**config.mk**
```make
export PLATFORM = sky130hd
export DESIGN_NAME = par2ser
export DESIGN_NICKNAME = d
export VERILOG_FILES = /design/src/rtl/par2ser.sv
export SDC_FILE = /design/constraint.sdc
export NUM_CORES = 1
export LEC_CHECK = 0
export ABC_CLOCK_PERIOD_IN_PS = 2400
export CORE_MARGIN = 2
export CORE_UTILIZATION = 38
export DETAILED_ROUTE_END_ITERATION = 6
export GPL_ROUTABILITY_DRIVEN = 0
export GPL_TIMING_DRIVEN = 0
export PLACE_DENSITY = 0.55
export SYNTH_ARGS = -nofsm -noshare
export SYNTH_HDL_FRONTEND = slang
export SYNTH_SLANG_ARGS = --single-unit
export TNS_END_PERCENT = 50
```
**constraint.sdc**
```tcl
create_clock -name clk -period 2.4 [get_ports clk]
set_clock_uncertainty 0.1 [all_clocks]
set_input_delay 0.48 -clock clk [delete_from_list [all_inputs] [get_ports clk]]
set_output_delay 0.48 -clock clk [all_outputs]
set_load 0.01 [all_outputs]
```
**src/rtl/par2ser.sv**
```systemverilog
// par2ser: parallel-to-serial converter with a one-word holding buffer.
// Accepts WIDTH-bit words on din/din_vld/dout_rdy and emits them one bit
// per downstream handshake on dout/dout_vld/din_rdy, flagging the final
// bit of each word with dout_last. While a word shifts out, the next word
// can wait in the holding register, so a steady stream has no gaps.
//
// Ports:
//   clk        clock, rising edge
//   rst        asynchronous active-high reset
//   din        parallel word from upstream
//   din_vld    upstream valid
//   dout_rdy   ready to upstream (registered, ~hold_full)
//   dout       serial bit to downstream
//   dout_vld   downstream valid
//   din_rdy    downstream ready
//   dout_last  high with the final bit of each word
module par2ser #(
    parameter int unsigned WIDTH     = 8,
    parameter bit          LSB_FIRST = 1'b1
) (
    input  logic             clk,
    input  logic             rst,
    input  logic [WIDTH-1:0] din,
    input  logic             din_vld,
    output logic             dout_rdy,
    output logic             dout,
    output logic             dout_vld,
    input  logic             din_rdy,
    output logic             dout_last
);

    localparam int unsigned CNT_W = (WIDTH > 1) ? $clog2(WIDTH) : 1;
    localparam logic [CNT_W-1:0] CNT_LAST = CNT_W'(WIDTH - 1);

    typedef enum logic {
        IDLE  = 1'b0,
        SHIFT = 1'b1
    } state_t;

    state_t             state_q, state_d;
    logic [WIDTH-1:0]   word_q, word_d;
    logic [WIDTH-1:0]   hold_q, hold_d;
    logic               hold_full_q, hold_full_d;
    logic [CNT_W-1:0]   cnt_q, cnt_d;
    logic               dout_rdy_q, dout_rdy_d;
    logic               dout_q, dout_d;
    logic               dout_vld_q, dout_vld_d;
    logic               dout_last_q, dout_last_d;
    logic [CNT_W-1:0]   bit_idx;

    logic wr_en;
    logic rd_en;
    logic finishing;

    assign wr_en     = din_vld & dout_rdy_q;
    assign rd_en     = (state_q == SHIFT) & din_rdy;
    assign finishing = rd_en & (cnt_q == CNT_LAST);

    // Next-state and next-output computation
    always_comb begin
        state_d     = state_q;
        word_d      = word_q;
        hold_d      = hold_q;
        hold_full_d = hold_full_q;
        cnt_d       = cnt_q;
        bit_idx     = '0;

        if (finishing) begin
            cnt_d = '0;
            if (hold_full_q) begin
                // dout_rdy is low while full, so no wr_en can collide here
                word_d      = hold_q;
                hold_full_d = 1'b0;
            end else if (wr_en) begin
                word_d = din;
            end else begin
                state_d = IDLE;
            end
        end else begin
            if (rd_en) begin
                cnt_d = cnt_q + CNT_W'(1);
            end
            if (wr_en) begin
                if (state_q == IDLE) begin
                    word_d  = din;
                    cnt_d   = '0;
                    state_d = SHIFT;
                end else begin
                    hold_d      = din;
                    hold_full_d = 1'b1;
                end
            end
        end

        bit_idx     = LSB_FIRST ? cnt_d : (CNT_LAST - cnt_d);
        dout_rdy_d  = ~hold_full_d;
        dout_vld_d  = (state_d == SHIFT);
        dout_d      = (state_d == SHIFT) & word_d[bit_idx];
        dout_last_d = (state_d == SHIFT) & (cnt_d == CNT_LAST);
    end

    // State and output registers
    always_ff @(posedge clk or posedge rst) begin
        if (rst) begin
            state_q     <= IDLE;
            word_q      <= '0;
            hold_q      <= '0;
            hold_full_q <= 1'b0;
            cnt_q       <= '0;
            dout_rdy_q  <= 1'b1;
            dout_q      <= 1'b0;
            dout_vld_q  <= 1'b0;
            dout_last_q <= 1'b0;
        end else begin
            state_q     <= state_d;
            word_q      <= word_d;
            hold_q      <= hold_d;
            hold_full_q <= hold_full_d;
            cnt_q       <= cnt_d;
            dout_rdy_q  <= dout_rdy_d;
            dout_q      <= dout_d;
            dout_vld_q  <= dout_vld_d;
            dout_last_q <= dout_last_d;
        end
    end

    assign dout_rdy  = dout_rdy_q;
    assign dout      = dout_q;
    assign dout_vld  = dout_vld_q;
    assign dout_last = dout_last_q;

endmodule

```
== Word-level counts from Yosys, hierarchy flattened ==
Cells that the tools add are included.

* Mux-type cells: 18
* Bitwise operators: 7
* Order comparisons: 1
* Add/sub/neg operators: 1
* Reductions and logical operators: 1
* Equal/unequal tests: 2

{| class="wikitable"
|+ Operators with widths
! operator !! count
|-
| $mux 8 || 5
|-
| $mux 3 || 4
|-
| $mux 1 || 8
|-
| $eq 3x3->1 const B || 2
|-
| $and 1x1->1 || 5
|-
| $lt 3x4->1 const B || 1
|-
| $add 3x1->3 const B || 1
|-
| $bmux 1 s3 || 1
|-
| $reduce_and 3->1 || 1
|-
| $not 1->1 || 2
|}

* Output and inout bits: 4
* Register bits: 24

== Longest topological paths before layout ==
Gate-level depths: netlist of run 1.

* Word-level depth: 8
* Depth in mapped cells: 9
* Mapped depth without buffers: 8

== Worst setup path before layout of run 1 ==
OpenSTA, ideal clock, no wires.

* Path kind: register -> register
* From: register cnt_q[0]
* To: register hold_q[0]
* Stages on the path, launching flop included: 7
* Setup slack: 0.345 ns
* Setup time: 0.125 ns
* Path buffers: 1
* Required time: 2.175 ns
* Arrival time: 1.830 ns
* Period minus slack after synthesis: 2.055 ns
* Cell sequence: dfrtp_1 ha_1 ha_1 and3_4 buf_8 nor3_4 mux2_2

* Longest elaborated chain between the ends: 4

{| class="wikitable"
|+ RTL lines
! what !! RTL line !! source
|-
| start, declared || 44 || <nowiki>logic [CNT_W-1:0] cnt_q, cnt_d;</nowiki>
|-
| start signal, assigned || 119 || <nowiki>cnt_q <= cnt_d;</nowiki>
|-
| $eq 3x3->1 || 57 || <nowiki>assign finishing = rd_en & (cnt_q == CNT_LAST);</nowiki>
|-
| $and 1x1->1 || 57 ||
|-
| $not 1->1 (no source line) || n/a ||
|-
| $reduce_and 3->1 (no source line) || n/a ||
|-
| end signal, assigned || 117 || <nowiki>hold_q <= hold_d;</nowiki>
|-
| end, declared || 42 || <nowiki>logic [WIDTH-1:0] hold_q, hold_d;</nowiki>
|}

Every way passes these cells.
A chain may end at the register's enable or synchronous reset.

== Final worst setup path of run 1 ==
* From: register cnt_q[0]
* To: register dout_q, in the netlist dout

* Longest elaborated chain between the ends: 8

{| class="wikitable"
|+ RTL lines
! what !! RTL line !! source
|-
| $add 3x1->3 || 81 || <nowiki>cnt_d = cnt_q + CNT_W'(1);</nowiki>
|-
| $mux 3 || 80 || <nowiki>if (rd_en) begin</nowiki>
|-
| $mux 3 || 84 || <nowiki>if (state_q == IDLE) begin</nowiki>
|-
| $mux 3 || 83 || <nowiki>if (wr_en) begin</nowiki>
|-
| $mux 3 * || 68 || <nowiki>if (finishing) begin</nowiki>
|-
| via bit_idx[0] || 49 || <nowiki>logic [CNT_W-1:0] bit_idx;</nowiki>
|-
| $bmux 1 s3 * || 98 || <nowiki>dout_d = (state_d == SHIFT) & word_d[bit_idx];</nowiki>
|-
| $mux 1 (implied by the code) * || 98 ||
|-
| $and 1x1->1 * || 98 ||
|-
| via dout_d || 46 || <nowiki>logic dout_q, dout_d;</nowiki>
|-
| end signal, assigned || 121 || <nowiki>dout_q <= dout_d;</nowiki>
|-
| end, declared || 46 ||
|}

Mark *: on every way through the listed nets, which the timed path passes. The rest lies on a longest branch. The select of a mux whose other input is x is not followed.

==> results of run 1 <==
[cell type report]
cell class / instances / area share
well taps: 48 / 0.0361
inverters: 4 / 0.00904
multi-input cells: 95 / 0.425
clock buffers: 4 / 0.0331
flip-flops and latches: 24 / 0.362
plain buffers: 8 / 0.0467
repair buffers: 15 / 0.0873
[timing repair]
item,CTS,global route
buffers inserted,0,2
hold endpoints to repair,0,0
endpoints found under the setup margin,0,8
[metal layers]
layer | global-route usage | wire (um)
met4 | 0.0745 | 82
met1 | 0.220 | 1400
met5 | 0 | 0
met3 | 0.0382 | 94
met2 | 0.268 | 1520
[metrics by stage]
| stage | area [um2] | setup WS [ns] | utilization | power (mW) |
|---|---|---|---|---|
| 3_5_place_dp | 1590 | 0.0455 | 0.441 | 1.58 |
| 3_3_place_gp | 1590 | 0.0479 | 0.441 | 1.56 |
| 6_report | 1660 | 0.199 | 0.461 | 1.86 |
| 2_1_floorplan | 1400 | 0.345 | - | 1.35 |
| 4_1_cts | 1650 | 0.00906 | 0.457 | 1.87 |
| 5_1_grt | 1660 | 0.0366 | 0.461 | 2.01 |
[worst max-delay path, stage by stage, from the launching register on]
cell	delay, ns
sky130_fd_sc_hd__dfrtp_1	0.45
sky130_fd_sc_hd__ha_1	0.23
sky130_fd_sc_hd__ha_1	0.24
sky130_fd_sc_hd__nor2_1	0.12
sky130_fd_sc_hd__nand2_1	0.06
sky130_fd_sc_hd__a31oi_1	0.40
sky130_fd_sc_hd__mux2i_1	0.25
sky130_fd_sc_hd__mux2i_1	0.09
sky130_fd_sc_hd__a21o_1	0.18
[placed cells by master (no fill, tap or decap), types with 2 or more instances in the layout]
| cell type | instances |
|---|---|
| sky130_fd_sc_hd__nand2_1 | 8 |
| sky130_fd_sc_hd__buf_4 | 3 |
| sky130_fd_sc_hd__buf_2 | 2 |
| sky130_fd_sc_hd__a21oi_1 | 13 |
| sky130_fd_sc_hd__and2_1 | 2 |
| sky130_fd_sc_hd__clkbuf_8 | 4 |
| sky130_fd_sc_hd__clkdlybuf4s50_1 | 13 |
| sky130_fd_sc_hd__buf_6 | 4 |
| sky130_fd_sc_hd__inv_1 | 4 |
| sky130_fd_sc_hd__and3_4 | 3 |
| sky130_fd_sc_hd__nand2b_1 | 5 |
| sky130_fd_sc_hd__o22ai_1 | 2 |
| sky130_fd_sc_hd__o21ai_0 | 6 |
| sky130_fd_sc_hd__mux2_2 | 8 |
| sky130_fd_sc_hd__dfrtp_1 | 23 |
| sky130_fd_sc_hd__mux2i_1 | 8 |
| sky130_fd_sc_hd__o21ai_1 | 2 |
| sky130_fd_sc_hd__and3_1 | 3 |
| sky130_fd_sc_hd__nor2_1 | 3 |
| sky130_fd_sc_hd__nand3_1 | 6 |
| sky130_fd_sc_hd__a211oi_1 | 6 |
| sky130_fd_sc_hd__ha_1 | 2 |
| sky130_fd_sc_hd__a21o_1 | 2 |
| sky130_fd_sc_hd__nand3b_1 | 2 |
[where the power goes]
group          switching (mW)  internal, mW
combinational           0.435         0.432
sequential              0.111         0.595
clock                   0.137         0.147
[path summary, 6_finish.rpt]
path	start	end	slack (ns)
min in group asynchronous	rst	word_q[4]	0.61
max in group asynchronous	rst	word_q[0]	1.01
setup reg to reg	cnt_q[0]	dout	0.20
hold reg to reg	hold_q[0]	hold_q[0]	0.41
hold / removal	hold_q[0]	hold_q[0]	0.41
setup / recovery	cnt_q[0]	dout	0.20
[cell families after synthesis]
family,count (synthesis)
buffers and inverters,12
adder cells (fa/ha/maj),2
flip-flops,24
AND/OR/NAND/NOR,36
AO/OA/AOI/OAI,40
multiplexers,16
XOR/XNOR,1
[sequential cells by signal, indices dropped and copies added (netlist names)]
signal and cells:
dout 1, word_q 8, dout_rdy 1, hold_full_q 1, cnt_q 3, dout_vld 1
dout_last 1, hold_q 8
==> impl_metrics.sql, run 1 <==
INSERT INTO impl_metrics (metric_group, metric, value, unit) VALUES
('clock_network', 'clockRootBuffer', 'sky130_fd_sc_hd__clkbuf_8', ''),
('drt', 'drt_iter0_drcs', '51', ''),
('yosys', 'yosys.cell_count.top_type', 'sky130_fd_sc_hd__dfrtp_1', ''),
('die', 'floorplan.die.height', '64.7', 'um'),
('timing', 'unrepaired_setup_endpoints_after_global_routing', 'false', ''),
('flow_run', 'maxCapViolCount', '0', ''),
('drt', 'drt-pass1-iter-count', '4', ''),
('die', 'fp.dieArea', '0.00419', 'mm2'),
('yosys', 'yosys_warnings', '0', ''),
('yosys', 'asyncSetResetFlopFracSynth', '1.00', ''),
('timing', 'timing.final.max_slew_violations', '0', ''),
('power', 'vdd_ir_drop_max', '0.000510', 'V'),
('clock_network', 'clock_latency', '0.28', 'ns'),
('timing', 'worst_slew_margin_rel', '0.372', ''),
('yosys', 'dominant_combinational_cell_family_by_area_after_synthesis', 'compound AO/OA/AOI/OAI gates', ''),
('yosys', 'yosys.area_share.simple', '0.169', ''),
('worst_setup_path', 'critical_path_launch_point_type', 'register', ''),
('final_layout', 'drive_above_1_share', '0.220', ''),
('clock_network', 'cts-hold-fix-buffers', '0', ''),
('drt', 'totalWireLength', '3.10', 'mm'),
('final_layout', 'antennaDiodeCount', '0', ''),
('worst_setup_path', 'worstPathMaxFanout', '6', ''),
('yosys', 'yosys.area_share.adder', '0.0179', ''),
('yosys', 'post-synth-top-area-cell', 'sky130_fd_sc_hd__dfrtp_1', ''),
('yosys', 'yosys.area.top_type_share', '0.411', ''),
('yosys', 'muxShareOfSynthArea', '0.121', ''),
('grt', 'number_of_antenna_violations_at_the_first_check_in_global_routing', '0', ''),
('outcome', 'status', 'complete, no violations', ''),
('yosys', 'number_of_synthesized_register_bits', '24', ''),
('yosys', 'netlist-cell-type-count', '38', ''),
('yosys', 'synth.top_cells.by_area', 'sky130_fd_sc_hd__dfrtp_1 41%, sky130_fd_sc_hd__mux2_2 6.4%, sky130_fd_sc_hd__mux2i_1 5.7%, sky130_fd_sc_hd__a21oi_1 4.6%, sky130_fd_sc_hd__a211oi_1 3.2%', ''),
('yosys', 'synth_commonest_cells', '23 x sky130_fd_sc_hd__dfrtp_1, 13 x sky130_fd_sc_hd__a21oi_1, 8 x sky130_fd_sc_hd__mux2_2, 8 x sky130_fd_sc_hd__mux2i_1, 8 x sky130_fd_sc_hd__nand2_1', ''),
('yosys', 'synth.yosys.seq_area_share', '0.429', ''),
('die', 'die_x', '64.7', 'um'),
('clock_network', 'tritoncts_num_sinks', '24', ''),
('worst_setup_path', 'cp.required', '2.48', 'ns'),
('worst_setup_path', 'crit_arrival', '2.28', 'ns'),
('final_layout', 'multi_input_area', '707', 'um2'),
('timing', 'fmaxAchievable', '0.454', 'GHz'),
('drt', 'dr_total_vias', '1081', ''),
('yosys', 'synth_area', '0.00140', 'mm2'),
('die', 'number_of_top_level_pins', '16', ''),
('drt', 'wire_length_per_cell', '15.6', 'um'),
('clock_network', 'postCtsResizedCells', '0', ''),
('final_layout', 'layoutNonFillerInstCount', '198', ''),
('die', 'initial_core_util', '0.389', ''),
('timing', 'setup_total_negative_slack', '0', 'ns'),
('final_layout', 'fin_nets', '165', ''),
('place', 'placed_cells_incl_taps', '192', ''),
('yosys', 'ys.flop_type', 'sky130_fd_sc_hd__dfrtp_1', ''),
('grt', 'largest_net_degree_at_the_start_of_global_routing', '25', ''),
('clock_network', 'clock_transition_at_path_regs', '0.09', 'ns'),
('drt', 'via_per_inst', '5.46', ''),
('power', 'powerDensity', '1120', 'mW/mm2'),
('drt', 'number_of_drc_violations_after_detailed_routing', '0', ''),
('final_layout', 'area_delta_synth_final', '18.6', '%'),
('power', 'p_leak', '0.745', 'nW'),
('clock_network', 'htree_num_levels', '1', ''),
('place', 'numPortBuffers', '13', ''),
('timing', 'timing.final.crit_period', '2.20', 'ns'),
('die', 'core_region_area', '0.00361', 'mm2'),
('clock_network', 'clock_path_buffers', '2', ''),
('yosys', 'synth_compound_gate_area_share', '0.190', ''),
('grt', 'global_route.usage.total', '0.169', ''),
('yosys', 'avgSynthCellArea', '10.7', 'um2'),
('timing', 'setup_viols_final', '0', ''),
('grt', 'grt_pass1_wl', '5.33', 'mm'),
('grt', 'number_of_global_route_vias_before_repair', '1071', ''),
('timing', 'timing_hold_violations_final', '0', ''),
('place', 'dp_hpwl', '2.18', 'mm'),
('timing', 'worst-slew-pin-transition', '0.941', 'ns');
No activity file was read; power rests on OpenSTA's default activity.
==> run 2: changes to the inputs <==
--- a/config.mk
+++ b/config.mk
@@ -8,6 +8,7 @@
 export ABC_CLOCK_PERIOD_IN_PS = 2400
 export CORE_MARGIN = 2
 export CORE_UTILIZATION = 38
+export CTS_CLUSTER_DIAMETER = 50
 export DETAILED_ROUTE_END_ITERATION = 6
 export GPL_ROUTABILITY_DRIVEN = 0
 export GPL_TIMING_DRIVEN = 0
==> results of run 2 <==
Final layout, timing and power as in run 1 (identical DEF).
